--- config.mk ---
export PLATFORM = sky130hd
export DESIGN_NAME = arbitro_vc_ponderado
export DESIGN_NICKNAME = d
export VERILOG_FILES = /design/src/rtl/arbitro_vc_ponderado.sv
export SDC_FILE = /design/constraint.sdc
export NUM_CORES = 1
export LEC_CHECK = 0
export BUFFER_PORTS_ARGS = -buffer_cell sky130_fd_sc_hd__buf_2
export CAP_MARGIN = 5
export CORE_MARGIN = 10
export CORE_UTILIZATION = 50
export CTS_BUF_LIST = sky130_fd_sc_hd__clkbuf_4 sky130_fd_sc_hd__clkbuf_8
export DETAILED_ROUTE_END_ITERATION = 16
export GPL_TIMING_DRIVEN = 0
export PLACE_DENSITY = 0.84
export SYNTH_ARGS = -nofsm -noshare
export SYNTH_HDL_FRONTEND = slang
export SYNTH_SLANG_ARGS = --single-unit
--- constraint.sdc ---
create_clock -name clk -period 6.1 [get_ports clk]
set_input_delay 0.305 -clock clk [delete_from_list [all_inputs] [get_ports clk]]
set_output_delay 0.305 -clock clk [all_outputs]
set_load 0.05 [all_outputs]
--- src/rtl/arbitro_vc_ponderado.sv ---
// arbitro_vc_ponderado: weighted arbiter/router between two virtual-channel
// FIFOs (VC0, VC1) and two destination FIFOs (D0, D1). VC0 may take up to
// PESO_VC0 consecutive grants while VC1 is also eligible. The granted head is
// popped combinationally and pushed into its destination one cycle later.
module arbitro_vc_ponderado #(
    parameter int DATA_WIDTH = 6,
    parameter int DEST_BIT   = 4,
    parameter int PESO_VC0   = 3,
    parameter int CNT_W      = 8
) (
    input  logic                  clk,
    input  logic                  reset_L,
    input  logic [DATA_WIDTH-1:0] VC0,
    input  logic [DATA_WIDTH-1:0] VC1,
    input  logic                  VC0_empty,
    input  logic                  VC1_empty,
    input  logic                  D0_pause,
    input  logic                  D1_pause,
    output logic                  VC0_pop,
    output logic                  VC1_pop,
    output logic [DATA_WIDTH-1:0] D0_out,
    output logic [DATA_WIDTH-1:0] D1_out,
    output logic                  D0_push,
    output logic                  D1_push,
    output logic [1:0]            estado,
    output logic [CNT_W-1:0]      cuenta_D0,
    output logic [CNT_W-1:0]      cuenta_D1
);

    typedef enum logic [1:0] {
        IDLE      = 2'd0,
        ACTIVO    = 2'd1,
        BLOQUEADO = 2'd2
    } estado_t;

    localparam logic [3:0] PESO_W = 4'(PESO_VC0);

    logic                  elig0_s;
    logic                  elig1_s;
    logic                  gnt0_s;
    logic                  gnt1_s;
    logic [DATA_WIDTH-1:0] palabra_s;

    logic [3:0]            cnt_q,       cnt_d;
    logic [DATA_WIDTH-1:0] d0_out_q,    d0_out_d;
    logic [DATA_WIDTH-1:0] d1_out_q,    d1_out_d;
    logic                  d0_push_q,   d0_push_d;
    logic                  d1_push_q,   d1_push_d;
    logic [CNT_W-1:0]      cuenta0_q,   cuenta0_d;
    logic [CNT_W-1:0]      cuenta1_q,   cuenta1_d;
    estado_t               estado_q,    estado_d;

    // Eligibility: a head is eligible when present and its own destination is not paused.
    always_comb begin
        elig0_s = 1'b0;
        elig1_s = 1'b0;
        if (VC0[DEST_BIT]) begin
            elig0_s = !VC0_empty && !D1_pause;
        end else begin
            elig0_s = !VC0_empty && !D0_pause;
        end
        if (VC1[DEST_BIT]) begin
            elig1_s = !VC1_empty && !D1_pause;
        end else begin
            elig1_s = !VC1_empty && !D0_pause;
        end
    end

    // Weighted grant selection and weight counter update.
    always_comb begin
        gnt0_s = 1'b0;
        gnt1_s = 1'b0;
        cnt_d  = cnt_q;
        if (elig0_s && elig1_s) begin
            if (cnt_q < PESO_W) begin
                gnt0_s = 1'b1;
                cnt_d  = cnt_q + 4'd1;
            end else begin
                gnt1_s = 1'b1;
                cnt_d  = 4'd0;
            end
        end else if (elig0_s) begin
            gnt0_s = 1'b1;
            // Saturate so a late-arriving VC1 is not starved by a long VC0-only run.
            if (cnt_q < PESO_W) begin
                cnt_d = cnt_q + 4'd1;
            end else begin
                cnt_d = PESO_W;
            end
        end else if (elig1_s) begin
            gnt1_s = 1'b1;
            cnt_d  = 4'd0;
        end else begin
            cnt_d = cnt_q;
        end
    end

    // Pops are suppressed while reset is held so no word is consumed and then discarded.
    assign VC0_pop = gnt0_s & reset_L;
    assign VC1_pop = gnt1_s & reset_L;

    // Route the granted word, update push pulses, counters and next FSM state.
    always_comb begin
        d0_out_d  = d0_out_q;
        d1_out_d  = d1_out_q;
        d0_push_d = 1'b0;
        d1_push_d = 1'b0;
        cuenta0_d = cuenta0_q;
        cuenta1_d = cuenta1_q;
        estado_d  = estado_q;
        if (gnt0_s) begin
            palabra_s = VC0;
        end else begin
            palabra_s = VC1;
        end
        if (gnt0_s || gnt1_s) begin
            if (palabra_s[DEST_BIT]) begin
                d1_out_d  = palabra_s;
                d1_push_d = 1'b1;
                cuenta1_d = cuenta1_q + CNT_W'(1);
            end else begin
                d0_out_d  = palabra_s;
                d0_push_d = 1'b1;
                cuenta0_d = cuenta0_q + CNT_W'(1);
            end
        end else begin
            d0_push_d = 1'b0;
        end
        if (gnt0_s || gnt1_s) begin
            estado_d = ACTIVO;
        end else if (!VC0_empty || !VC1_empty) begin
            estado_d = BLOQUEADO;
        end else begin
            estado_d = IDLE;
        end
    end

    // State register with synchronous active-low reset taking priority.
    always_ff @(posedge clk) begin
        if (!reset_L) begin
            cnt_q     <= 4'd0;
            d0_out_q  <= '0;
            d1_out_q  <= '0;
            d0_push_q <= 1'b0;
            d1_push_q <= 1'b0;
            cuenta0_q <= '0;
            cuenta1_q <= '0;
            estado_q  <= IDLE;
        end else begin
            cnt_q     <= cnt_d;
            d0_out_q  <= d0_out_d;
            d1_out_q  <= d1_out_d;
            d0_push_q <= d0_push_d;
            d1_push_q <= d1_push_d;
            cuenta0_q <= cuenta0_d;
            cuenta1_q <= cuenta1_d;
            estado_q  <= estado_d;
        end
    end

    assign D0_out    = d0_out_q;
    assign D1_out    = d1_out_q;
    assign D0_push   = d0_push_q;
    assign D1_push   = d1_push_q;
    assign cuenta_D0 = cuenta0_q;
    assign cuenta_D1 = cuenta1_q;
    assign estado    = estado_q;

endmodule
==> impl_summary.txt, run 1 <==
----------------------------------------------------
[Final layout]
  Fraction of final layout cells with drive strength greater than 1 ... 0.330
  Area overhead of the layout relative to synthesis ... 22.2%
  Diodes inserted ... 0
  Filler instances ... approximately 280
  Cell Count, Final, Fillers Out ... approximately 270
  Post-layout util ... 0.651
  # nets final ... around 250

[STA]
  Setup Total Neg Slack ... 0 ns
  Number of pins with negative max-slew slack in the final report ... 0
  Worst slew margin ... 0.602
  Maximum clock skew at final layout ... around 0.011 ns
  Crit path time final ... 2.74 ns
  # setup viols final ... 0
  Portion of the clock cycle consumed by the worst path in the final layout ... 0.450
  Max Clk Rate ... about 360 MHz
  RSZ-0062 raised after global routing ... no
  Slew at the pin closest to its max-slew limit ... about 0.6 ns
  Number of failing hold endpoints at the final stage ... 0

[Place]
  Number of placed cells counting well taps ... around 260
  Number of port buffers ... between 40 and 50
  Global placement routability congestion ... around 0.81
  HPWL after detailed placement ... 3010 µm

[Synth]
  Sequential fraction of the synthesis area ... 0.421
  Flip-flop cell with the highest count after synthesis ... sky130_fd_sc_hd__dfxtp_1
  Number of library cell types mapped by synthesis ... 41
  Mapped cell area ... approximately 0.0017 mm²
  Mapped Avg Cell Area ... 9.68 µm²
  Count of flip-flops with a built-in enable after synthesis ... 0
  Top cells by area in the synthesized netlist ... sky130_fd_sc_hd__dfxtp_1 42%, sky130_fd_sc_hd__mux2i_1 6.6%, sky130_fd_sc_hd__and2_1 3.8%
  Most frequently used cell type in the post-synthesis netlist ... sky130_fd_sc_hd__dfxtp_1
  Top cells by count, synth ... 35 x sky130_fd_sc_hd__dfxtp_1, 15 x sky130_fd_sc_hd__nand2_1, 12 x sky130_fd_sc_hd__a21oi_1
  Net Count, Synth ... approximately 190
  Synthesized flop and latch total ... 35
  Synth warn ... 0
  FFs w/ async S/R, synth ... 0
  Proportion of netlist area held by the largest area contributor ... 0.421
  Synthesized instance count ... between 150 and 200
  Post-synth top area cell ... sky130_fd_sc_hd__dfxtp_1

[Power]
  Internal power ... roughly 0.35 mW
  Peak supply drop ... 0.174 mV
  Total power density per cell area ... around 250 mW/mm²
  Clk network pwr share ... 0.321
  Leak ... 0.961 nW
  Net switching share of the total power ... 0.302
  Share of total power in combinational logic ... 0.193
  Sequential Power Share ... 0.485
  Net switching power ... approximately 0.15 mW

[Route]
  Violation count after the first detailed-routing iteration ... 54
  Routed via count ... roughly 1400
  Antenna Nets Post-Route ... 0
  Average wire length per cell after detail routing ... roughly 14 µm
  Wirelength, routed ... 3880 µm
  Remaining routing DRC violations ... 0
  Vias per inst ... around 5.2
  Number of iterations in the first detailed-routing pass ... 4

[CTS]
  TritonCTS clock tree ... yes
  CTS clock-pin slew for the worst setup and hold paths ... around 0.11 ns
  # resized after CTS ... 0
  CTS sink cnt ... 35
  Number of H-tree branching levels ... 2
  Count of buffers added by post-CTS timing repair for setup ... 0
  Clock latency at the later pin of the worst-skew pair ... 0.35 ns
  Num CTS Buffers ... 5
  Clock buffer depth ... 2
  Root cell of the clock tree ... sky130_fd_sc_hd__clkbuf_4
  Number of buffers inserted by hold repair at cts ... 0

[GRT]
  Met2 track utilization from global routing ... 0.211
  Overall global routing resource usage ... 0.131
  Number of global-route vias before repair ... around 1400
  Met3 Track Usage GR ... 0.0599
  GR met1 Demand/Resource ... 0.141
  Initial antenna violation count ... 0
  Largest net degree at the start of global routing ... 12
  Overflow left after global routing ... 0
  Most heavily used metal layer in global routing ... met2
  Wire length of the first global-routing pass ... around 6600 µm

[Floorplan]
  Floorplan row count ... 20
  Count of pins on the block boundary ... 52
  Starting utilization of the core area ... 0.532
  Die boundary height ... slightly below 80 µm
  Area of the core ... ~0.0031 mm²
  Horizontal die dimension ... ~78 µm
  Total Die Area ... between 0.006 and 0.007 mm²

[Critical path]
  Element type at the critical path end ... output pin
  Critical path peak fanout ... 7
  Critical Path RT ... approximately 5.8 ns
  R2r worst-path depth ... 8
  Crit path arrival time ... 2.44 ns
  WS Path Type ... flop to output pin
  Crit path launch type ... flop

[Min path]
  WHS Path Cells ... 2
  Classification of the worst-slack hold path ... input port to flop

[Status]
  Run status ... finished clean

[Run]
  Max Cap Violations ... 0

----------------------------------------------------
==> layout by cell type (no fill, tap or decap), types with 3 or more instances in the layout <==
| cell | netlist | layout |
|---|---|---|
| sky130_fd_sc_hd__a21oi_1 | 12 | 12 |
| sky130_fd_sc_hd__and2_1 | 10 | 10 |
| sky130_fd_sc_hd__and3_1 | 3 | 3 |
| sky130_fd_sc_hd__buf_2 | 0 | 48 |
| sky130_fd_sc_hd__buf_6 | 3 | 3 |
| sky130_fd_sc_hd__clkbuf_1 | 4 | 4 |
| sky130_fd_sc_hd__clkbuf_4 | 0 | 5 |
| sky130_fd_sc_hd__dfxtp_1 | 35 | 35 |
| sky130_fd_sc_hd__ha_1 | 3 | 3 |
| sky130_fd_sc_hd__inv_1 | 3 | 3 |
| sky130_fd_sc_hd__mux2i_1 | 11 | 11 |
| sky130_fd_sc_hd__nand2_1 | 15 | 15 |
| sky130_fd_sc_hd__nand2b_1 | 5 | 5 |
| sky130_fd_sc_hd__nand3_1 | 6 | 6 |
| sky130_fd_sc_hd__nor2_1 | 4 | 4 |
| sky130_fd_sc_hd__nor3_1 | 3 | 3 |
| sky130_fd_sc_hd__o21ai_0 | 11 | 11 |
| sky130_fd_sc_hd__o31ai_1 | 3 | 3 |
| sky130_fd_sc_hd__xor2_1 | 6 | 6 |
==> worst max-delay path, stage by stage, from the launching register on <==
cell and delay, ns:
sky130_fd_sc_hd__dfxtp_1 0.34, sky130_fd_sc_hd__ha_1 0.20, sky130_fd_sc_hd__or3_1 0.32, sky130_fd_sc_hd__buf_6 0.15
sky130_fd_sc_hd__a311oi_4 0.58, sky130_fd_sc_hd__and2_2 0.24, sky130_fd_sc_hd__buf_2 0.26
==> logic make-up after synthesis <==
logic type | count (synthesis) | share of synthesized area
mux | 13 | 0.0796
buf+inv | 13 | 0.0518
flops | 35 | 0.421
compound gates | 42 | 0.192
other cells | 1 | 0.00225
simple gates | 57 | 0.189
xor+xnor | 8 | 0.0421
fa+ha+maj | 3 | 0.0225
==> layer usage <==
layer  vias up  routed length, µm
met4         0                 76
met2        46               1830
met3         8                332
li1        708                  -
met5         -                  0
met1       653               1650
==> final timing paths <==
check	startpoint	end	slack [ns]
max	cnt_q[0]$_SDFFE_PN0P_	VC0_pop	3.36
min reg2reg	cnt_q[1]$_SDFFE_PN0P_	cnt_q[1]$_SDFFE_PN0P_	0.48
max reg2reg	cnt_q[0]$_SDFFE_PN0P_	D1_out[5]$_SDFFE_PN0P_	3.74
min	VC0_empty	estado[1]$_SDFF_PP0_	0.18
==> registers in the layout, summed over array words and instances, names as in the netlist <==
register	cells
D0_out	5
D1_out	6
D0_push	1
cuenta_D0	8
D1_push	1
cuenta_D1	8
cnt_q	4
estado	2
==> cell type report <==
cell class / count / area (µm²) / area share
Inverter: 3 / 11.3 / 0.00553
Tap cell: 44 / 55.1 / 0.0270
Buffer: 10 / 75.1 / 0.0369
Sequential cell: 35 / 701 / 0.344
Clock buffer: 5 / 37.5 / 0.0184
Clock inverter: 2 / 37.5 / 0.0184
Multi-Input combinational cell: 124 / 878 / 0.431
Timing Repair Buffer: 48 / 240 / 0.118
==> metrics by stage <==
| step | hold WS (ns) | area, µm² | setup slack (ns) | power (mW) |
|---|---|---|---|---|
| global placement | 0.443 | 1960 | 3.73 | 0.346 |
| CTS | 0.170 | 2040 | 3.34 | 0.506 |
| floorplan | 0.397 | 1670 | 3.95 | 0.321 |
| global route | 0.193 | 2040 | 3.25 | 0.521 |
| detailed placement | 0.457 | 1960 | 3.74 | 0.347 |
| finish | 0.181 | 2040 | 3.36 | 0.503 |
==> power by group through the flow <==
stage / combinational, mW / clock [mW] / sequential (mW)
after detailed placement: 0.0980 / 0 / 0.249
final: 0.0973 / 0.162 / 0.244
after global placement: 0.0968 / 0 / 0.249
after floorplan: 0.0405 / 0 / 0.281
after global routing: 0.105 / 0.171 / 0.246
after CTS: 0.0981 / 0.164 / 0.244
Power figures use the tool's default switching activity.
==> run 2, diff against run 1 <==
CORE_UTILIZATION = 47   (was 50)
PLACE_DENSITY = 0.83   (was 0.84)
clock period = 2.5 ns   (was 6.1 ns; I/O delays follow)
==> run 2 against run 1 <==
  * Core utilization decreased by 3.3 points
  * Highest routed layer unchanged
  * Cell area increased by 2.8%
  * Worst setup slack got worse by 3.0 ns
  * Cell count increased by 1.8%
  * First-iteration DRC count increased by 3.7%
  * Sequential cell count unchanged
  * Critical endpoint is now D1_out[5]$_SDFFE_PN0P_
  * Via count decreased by 2.4%
  * Sequential power increased by 140%
==> impl_summary.txt, run 2 (synthesis results as in run 1) <==
----------------------------------------------------
[Status]
  Run status ... finished clean

[Place]
  Number of port buffers ... 48
  Global placement routability congestion ... ~0.76
  Pre-CTS setup slack ... approximately 0.15 ns
  Placed instance area ... a little under 0.002 mm²
  HPWL after detailed placement ... a little under 3000 µm

[GRT]
  Wire length of the first global-routing pass ... roughly 6600 µm
  Largest net degree at the start of global routing ... 13
  Overflow left after global routing ... 0
  Overall global routing resource usage ... 0.128
  Initial antenna violation count ... 0
  Number of global-route vias before repair ... ~1400

[CTS]
  Num CTS Buffers ... 5
  Root cell of the clock tree ... sky130_fd_sc_hd__clkbuf_4
  TritonCTS clock tree ... yes
  Number of H-tree branching levels ... 2
  CTS sink cnt ... 35
  Clock buffer depth ... 2
  Clock latency at the later pin of the worst-skew pair ... roughly 0.35 ns
  CTS clock-pin slew for the worst setup and hold paths ... 0.12 ns

[Route]
  Antenna Nets Post-Route ... 0
  Average wire length per cell after detail routing ... between 10 and 15 µm
  Number of iterations in the first detailed-routing pass ... 4
  Vias per inst ... 5.00
  Wirelength, routed ... 3910 µm
  Routed via count ... about 1400
  Violation count after the first detailed-routing iteration ... 56
  Remaining routing DRC violations ... 0

[STA]
  Max Clk Rate ... about 460 MHz
  Setup Total Neg Slack ... 0 ns
  Final worst-path setup slack ... approximately 0.33 ns
  Maximum clock skew at final layout ... slightly below 0.01 ns
  Number of pins with negative max-slew slack in the final report ... 0
  Slew at the pin closest to its max-slew limit ... 0.557 ns
  # setup viols final ... 0
  RSZ-0062 raised after global routing ... no
  Number of failing hold endpoints at the final stage ... 0
  Hold Worst Slack ... around 0.077 ns
  Worst slew margin ... 0.625
  Crit path time final ... 2.17 ns
  Portion of the clock cycle consumed by the worst path in the final layout ... 0.869

[Critical path]
  Crit path arrival time ... roughly 2.4 ns
  R2r worst-path depth ... 8
  First element of the critical path ... cnt_q[0]$_SDFFE_PN0P_
  Launching point of the worst reg2reg path ... cnt_q[0]$_SDFFE_PN0P_
  Critical Path RT ... 2.74 ns
  Capturing instance or port of the critical path ... D1_out[5]$_SDFFE_PN0P_
  Internal reg-to-reg setup slack ... 0.33 ns
  Crit path launch type ... flop
  Element type at the critical path end ... flop
  Critical path peak fanout ... 10
  Capturing point of the worst reg2reg path ... D1_out[5]$_SDFFE_PN0P_
  WS Path Type ... flop to flop

[Power]
  Leak ... approximately 0.98 nW
  Total power density per cell area ... roughly 640 mW/mm²
  Peak supply drop ... about 0.35 mV
  Overall power of the completed layout ... between 1 and 1.5 mW

[Floorplan]
  Horizontal die dimension ... 79.5 µm
  Total Die Area ... roughly 0.0063 mm²
  Area of the core ... 0.00339 mm²
  Starting utilization of the core area ... 0.491
  Count of pins on the block boundary ... between 50 and 60
  Floorplan row count ... 21
  Die boundary height ... 79.5 µm

[Final layout]
  Fraction of final layout cells with drive strength greater than 1 ... 0.343
  Most frequent standard cell in the layout excluding fill and tap cells ... sky130_fd_sc_hd__buf_2
  Filler instances ... approximately 300
  Final instance area ... between 0.002 and 0.0025 mm²
  Diodes inserted ... 0
  # nets final ... between 200 and 300
  Most frequent cells in the layout ... 48 x sky130_fd_sc_hd__buf_2, 35 x sky130_fd_sc_hd__dfxtp_1, 14 x sky130_fd_sc_hd__nand2_1
  Area overhead of the layout relative to synthesis ... 25.7%

[Run]
  Max Cap Violations ... 0

[Min path]
  WHS Path Cells ... 3
  Classification of the worst-slack hold path ... input port to flop

----------------------------------------------------
run 2: changes by cell type in the layout (fill, tap and decap cells not counted):
cell                            before  now
sky130_fd_sc_hd__dlygate4sd3_1       0    1
sky130_fd_sc_hd__buf_4               2    3
sky130_fd_sc_hd__o31ai_2             0    1
sky130_fd_sc_hd__bufinv_16           1    2
sky130_fd_sc_hd__nand2_2             0    1
sky130_fd_sc_hd__o31ai_1             3    2
sky130_fd_sc_hd__nand2_1            15   14
run 2: cell type report:
cell class | instances | area [µm²] | area share
buffer | 10 | 75.1 | 0.0359
clock buffer | 5 | 37.5 | 0.0179
clock inverter | 3 | 67.6 | 0.0323
inverter | 3 | 11.3 | 0.00538
multi-input combinational | 124 | 886 | 0.423
sequential | 35 | 701 | 0.335
tap | 46 | 57.6 | 0.0275
timing repair buffer | 50 | 258 | 0.123
run 2: per-stage QoR:
| step | util | cells |
|---|---|---|
| 2_1_floorplan | - | 172 |
| 3_3_place_gp | 0.579 | 266 |
| 6_report | 0.618 | 276 |
| 5_1_grt | 0.618 | 276 |
| 3_5_place_dp | 0.579 | 266 |
| 4_1_cts | 0.615 | 276 |
run 2: worst min path at each step:
stage          startpoint  slack, ns                endpoint
6_report           VC1[5]       0.08  D0_out[5]$_SDFFE_PN0P_
5_1_grt            VC1[0]       0.08  D1_out[0]$_SDFFE_PN0P_
4_1_cts            VC1[5]       0.06  D0_out[5]$_SDFFE_PN0P_
3_5_place_dp    VC0_empty       0.37    estado[1]$_SDFF_PP0_
3_3_place_gp    VC0_empty       0.36    estado[1]$_SDFF_PP0_
2_1_floorplan   VC1_empty       0.22    estado[1]$_SDFF_PP0_
run 2: metal layers:
metal  part of all wire  GRT usage  up-vias
li1                   -          -      717
met1               0.44      0.144      616
met2               0.44      0.202       44
met3               0.11     0.0664        4
met4             0.0079     0.0430        0
met5                  0          0        -
run 2: what timing repair did:
action,4_1_cts,5_1_grt
gates resized for setup,0,2
pin swaps,1,0
buffers inserted,1,0
hold endpoints to repair,1,0
endpoints found under the setup margin,1,2
hold buffers,1,0
run 2: power by group:
part	leakage [nW]	total [mW]	switching [mW]	internal, mW
registers	0.285	0.595	0.0137	0.582
logic	0.647	0.242	0.169	0.0727
clock network	0.0514	0.511	0.200	0.311
run 2: worst max-delay path, stage by stage, from the launching register on:
cell,delay (ns)
sky130_fd_sc_hd__dfxtp_1,0.34
sky130_fd_sc_hd__ha_1,0.21
sky130_fd_sc_hd__or3_1,0.32
sky130_fd_sc_hd__buf_6,0.15
sky130_fd_sc_hd__o31ai_2,0.31
sky130_fd_sc_hd__nand2_2,0.20
sky130_fd_sc_hd__clkbuf_1,0.27
sky130_fd_sc_hd__o21ai_0,0.20
sky130_fd_sc_hd__a21oi_1,0.06
==> run 3, diff against run 2 <==
CORE_ASPECT_RATIO = 1.2   (was not set)
CTS_CLUSTER_DIAMETER = 30   (was not set)
==> run 3 against run 2 <==
  * Combinational power barely moved
  * Via count grew 2.2%
  * Clock skew is 0.0027 ns lower
  * Sequential cell count unchanged
  * Clock power fell by 9.0%
  * Non-clock buffer count is the same
  * Maximum frequency is 3.2% lower
  * Die area up 0.16%
  * Clock-buffer cell count rose by 3
  * Largest power group unchanged
==> impl_summary.txt, run 3 (synthesis results as in run 1) <==
----------------------------------------------------
[Critical path]
  Internal reg-to-reg setup slack ... between 0.2 and 0.3 ns
  WS Path Type ... flop to output pin
  First element of the critical path ... cnt_q[0]$_SDFFE_PN0P_
  Launching point of the worst reg2reg path ... cnt_q[0]$_SDFFE_PN0P_
  Critical Path RT ... approximately 2.4 ns
  Critical path peak fanout ... 6
  Crit path launch type ... flop
  Element type at the critical path end ... output pin
  Crit path arrival time ... about 2.1 ns

[CTS]
  CTS clock-pin slew for the worst setup and hold paths ... around 0.070 ns
  CTS sink cnt ... 35
  Clock buffer depth ... 2
  TritonCTS clock tree ... yes
  Num CTS Buffers ... 5
  Root cell of the clock tree ... sky130_fd_sc_hd__clkbuf_8
  Number of H-tree branching levels ... 2
  Clock latency at the later pin of the worst-skew pair ... between 0.2 and 0.3 ns
  Number of buffers inserted by hold repair at cts ... 0

[Final layout]
  Sequential cell area ... 701 µm²
  Fraction of final layout cells with drive strength greater than 1 ... 0.343
  Filler instances ... ~300
  Most frequent standard cell in the layout excluding fill and tap cells ... sky130_fd_sc_hd__buf_2
  # nets final ... 250
  Area overhead of the layout relative to synthesis ... 24.6%
  Cell Count, Final, Fillers Out ... 267
  Post-layout util ... 0.616
  Area of the multi-input gates ... between 800 and 900 µm²
  Most frequent cells in the layout ... 48 x sky130_fd_sc_hd__buf_2, 35 x sky130_fd_sc_hd__dfxtp_1, 15 x sky130_fd_sc_hd__nand2_1
  Diodes inserted ... 0

[Place]
  Number of port buffers ... 48
  Pre-CTS setup slack ... roughly 0.13 ns
  Global placement routability congestion ... ~0.77
  Number of placed cells counting well taps ... 257
  HPWL after detailed placement ... slightly below 3000 µm

[Power]
  Peak supply drop ... roughly 0.47 mV
  Leak ... around 0.99 nW
  Total power density per cell area ... between 600 and 700 mW/mm²

[GRT]
  Overflow left after global routing ... 0
  Wire length of the first global-routing pass ... between 6000 and 7000 µm
  Number of global-route vias before repair ... ~1400
  Most heavily used metal layer in global routing ... met2
  Met2 track utilization from global routing ... 0.199
  Initial antenna violation count ... 0
  Largest net degree at the start of global routing ... 11
  Overall global routing resource usage ... 0.125
  GR met1 Demand/Resource ... 0.134
  Met3 Track Usage GR ... 0.0513

[Min path]
  Hold Crit Start ... VC0_empty
  Classification of the worst-slack hold path ... input port to flop

[STA]
  Max Clk Rate ... 446 MHz
  Crit path time final ... ~2.2 ns
  Worst slew margin ... 0.641
  Final worst-path setup slack ... between 0.2 and 0.3 ns
  # setup viols final ... 0
  Slew at the pin closest to its max-slew limit ... between 0.5 and 0.6 ns
  Portion of the clock cycle consumed by the worst path in the final layout ... 0.898
  Number of failing hold endpoints at the final stage ... 0
  RSZ-0062 raised after global routing ... no
  Number of pins with negative max-slew slack in the final report ... 0
  Setup Total Neg Slack ... 0 ns
  Maximum clock skew at final layout ... between 0.006 and 0.007 ns

[Route]
  Average wire length per cell after detail routing ... about 14 µm
  Remaining routing DRC violations ... 0
  Violation count after the first detailed-routing iteration ... about 90
  Vias per inst ... between 5 and 6
  Wirelength, routed ... 3830 µm
  Antenna Nets Post-Route ... 0
  Number of iterations in the first detailed-routing pass ... 4
  Routed via count ... 1412

[Floorplan]
  Area of the core ... ~0.0034 mm²
  Floorplan row count ... 23
  Horizontal die dimension ... 74.3 µm
  Total Die Area ... approximately 0.0063 mm²
  Starting utilization of the core area ... 0.495
  Die boundary height ... 85.2 µm
  Count of pins on the block boundary ... 52

[Status]
  Run status ... finished clean

[Run]
  Max Cap Violations ... 0

----------------------------------------------------
==> run 3: changes by cell type in the layout (fill, tap and decap cells not counted) <==
cell,delta
sky130_fd_sc_hd__nand2_2,-1
sky130_fd_sc_hd__clkbuf_4,-4
sky130_fd_sc_hd__buf_4,+1
sky130_fd_sc_hd__bufinv_16,-2
sky130_fd_sc_hd__nand2_1,+1
sky130_fd_sc_hd__clkinvlp_4,-1
sky130_fd_sc_hd__clkbuf_8,+7
sky130_fd_sc_hd__dlygate4sd3_1,-1
==> run 3: area by class of cell <==
class,instances,share of cell area
multi-input cells,124,0.426
plain buffers,10,0.0362
clock buffers,8,0.0500
well taps,37,0.0223
flip-flops and latches,35,0.338
repair buffers,50,0.123
inverters,3,0.00542
==> run 3: where the power goes <==
part	leakage (nW)	internal, mW	switching (mW)
sequential	0.285	0.582	0.0137
combinational	0.648	0.0730	0.168
clock	0.0549	0.262	0.203
total	0.988	0.917	0.384
==> run 3: critical path, cell delays in order, from the launching register on <==
cell,delay (ns)
sky130_fd_sc_hd__dfxtp_1,0.32
sky130_fd_sc_hd__ha_1,0.20
sky130_fd_sc_hd__or3_1,0.32
sky130_fd_sc_hd__buf_6,0.15
sky130_fd_sc_hd__a311oi_4,0.39
sky130_fd_sc_hd__and2_2,0.20
sky130_fd_sc_hd__buf_2,0.25
==> run 3: per-stage QoR <==
stage          total power, mW  hold slack (ns)  cell area (µm²)
6_report                  1.30           0.0698             2080
5_1_grt                   1.35           0.0697             2080
4_1_cts                   1.31           0.0588             2060
3_5_place_dp             0.847            0.367             1950
3_3_place_gp             0.843            0.359             1950
2_1_floorplan            0.784            0.217             1670
==> run 3: metal layers <==
metal  part of all wire  up-vias
met5                  0        -
met4              0.025        0
li1                   -      718
met1               0.43      643
met2               0.46       40
met3              0.083       11
==> run 3: repair_timing <==
| action | 4_1_cts | 5_1_grt |
|---|---|---|
| setup endpoints to repair | 1 | 5 |
| pin swaps | 1 | 1 |
| resized for setup | 0 | 1 |
| buffers inserted | 0 | 2 |
| endpoints found under the hold margin | 0 | 0 |
==> run 3: final timing paths <==
kind | cells after the start | to
worst max register to register | 8 | D1_out[5]$_SDFFE_PN0P_
worst max-delay path | 6 | VC0_pop
worst min register to register | 1 | D1_out[4]$_SDFFE_PN0P_
worst min-delay path | 2 | estado[1]$_SDFF_PP0_
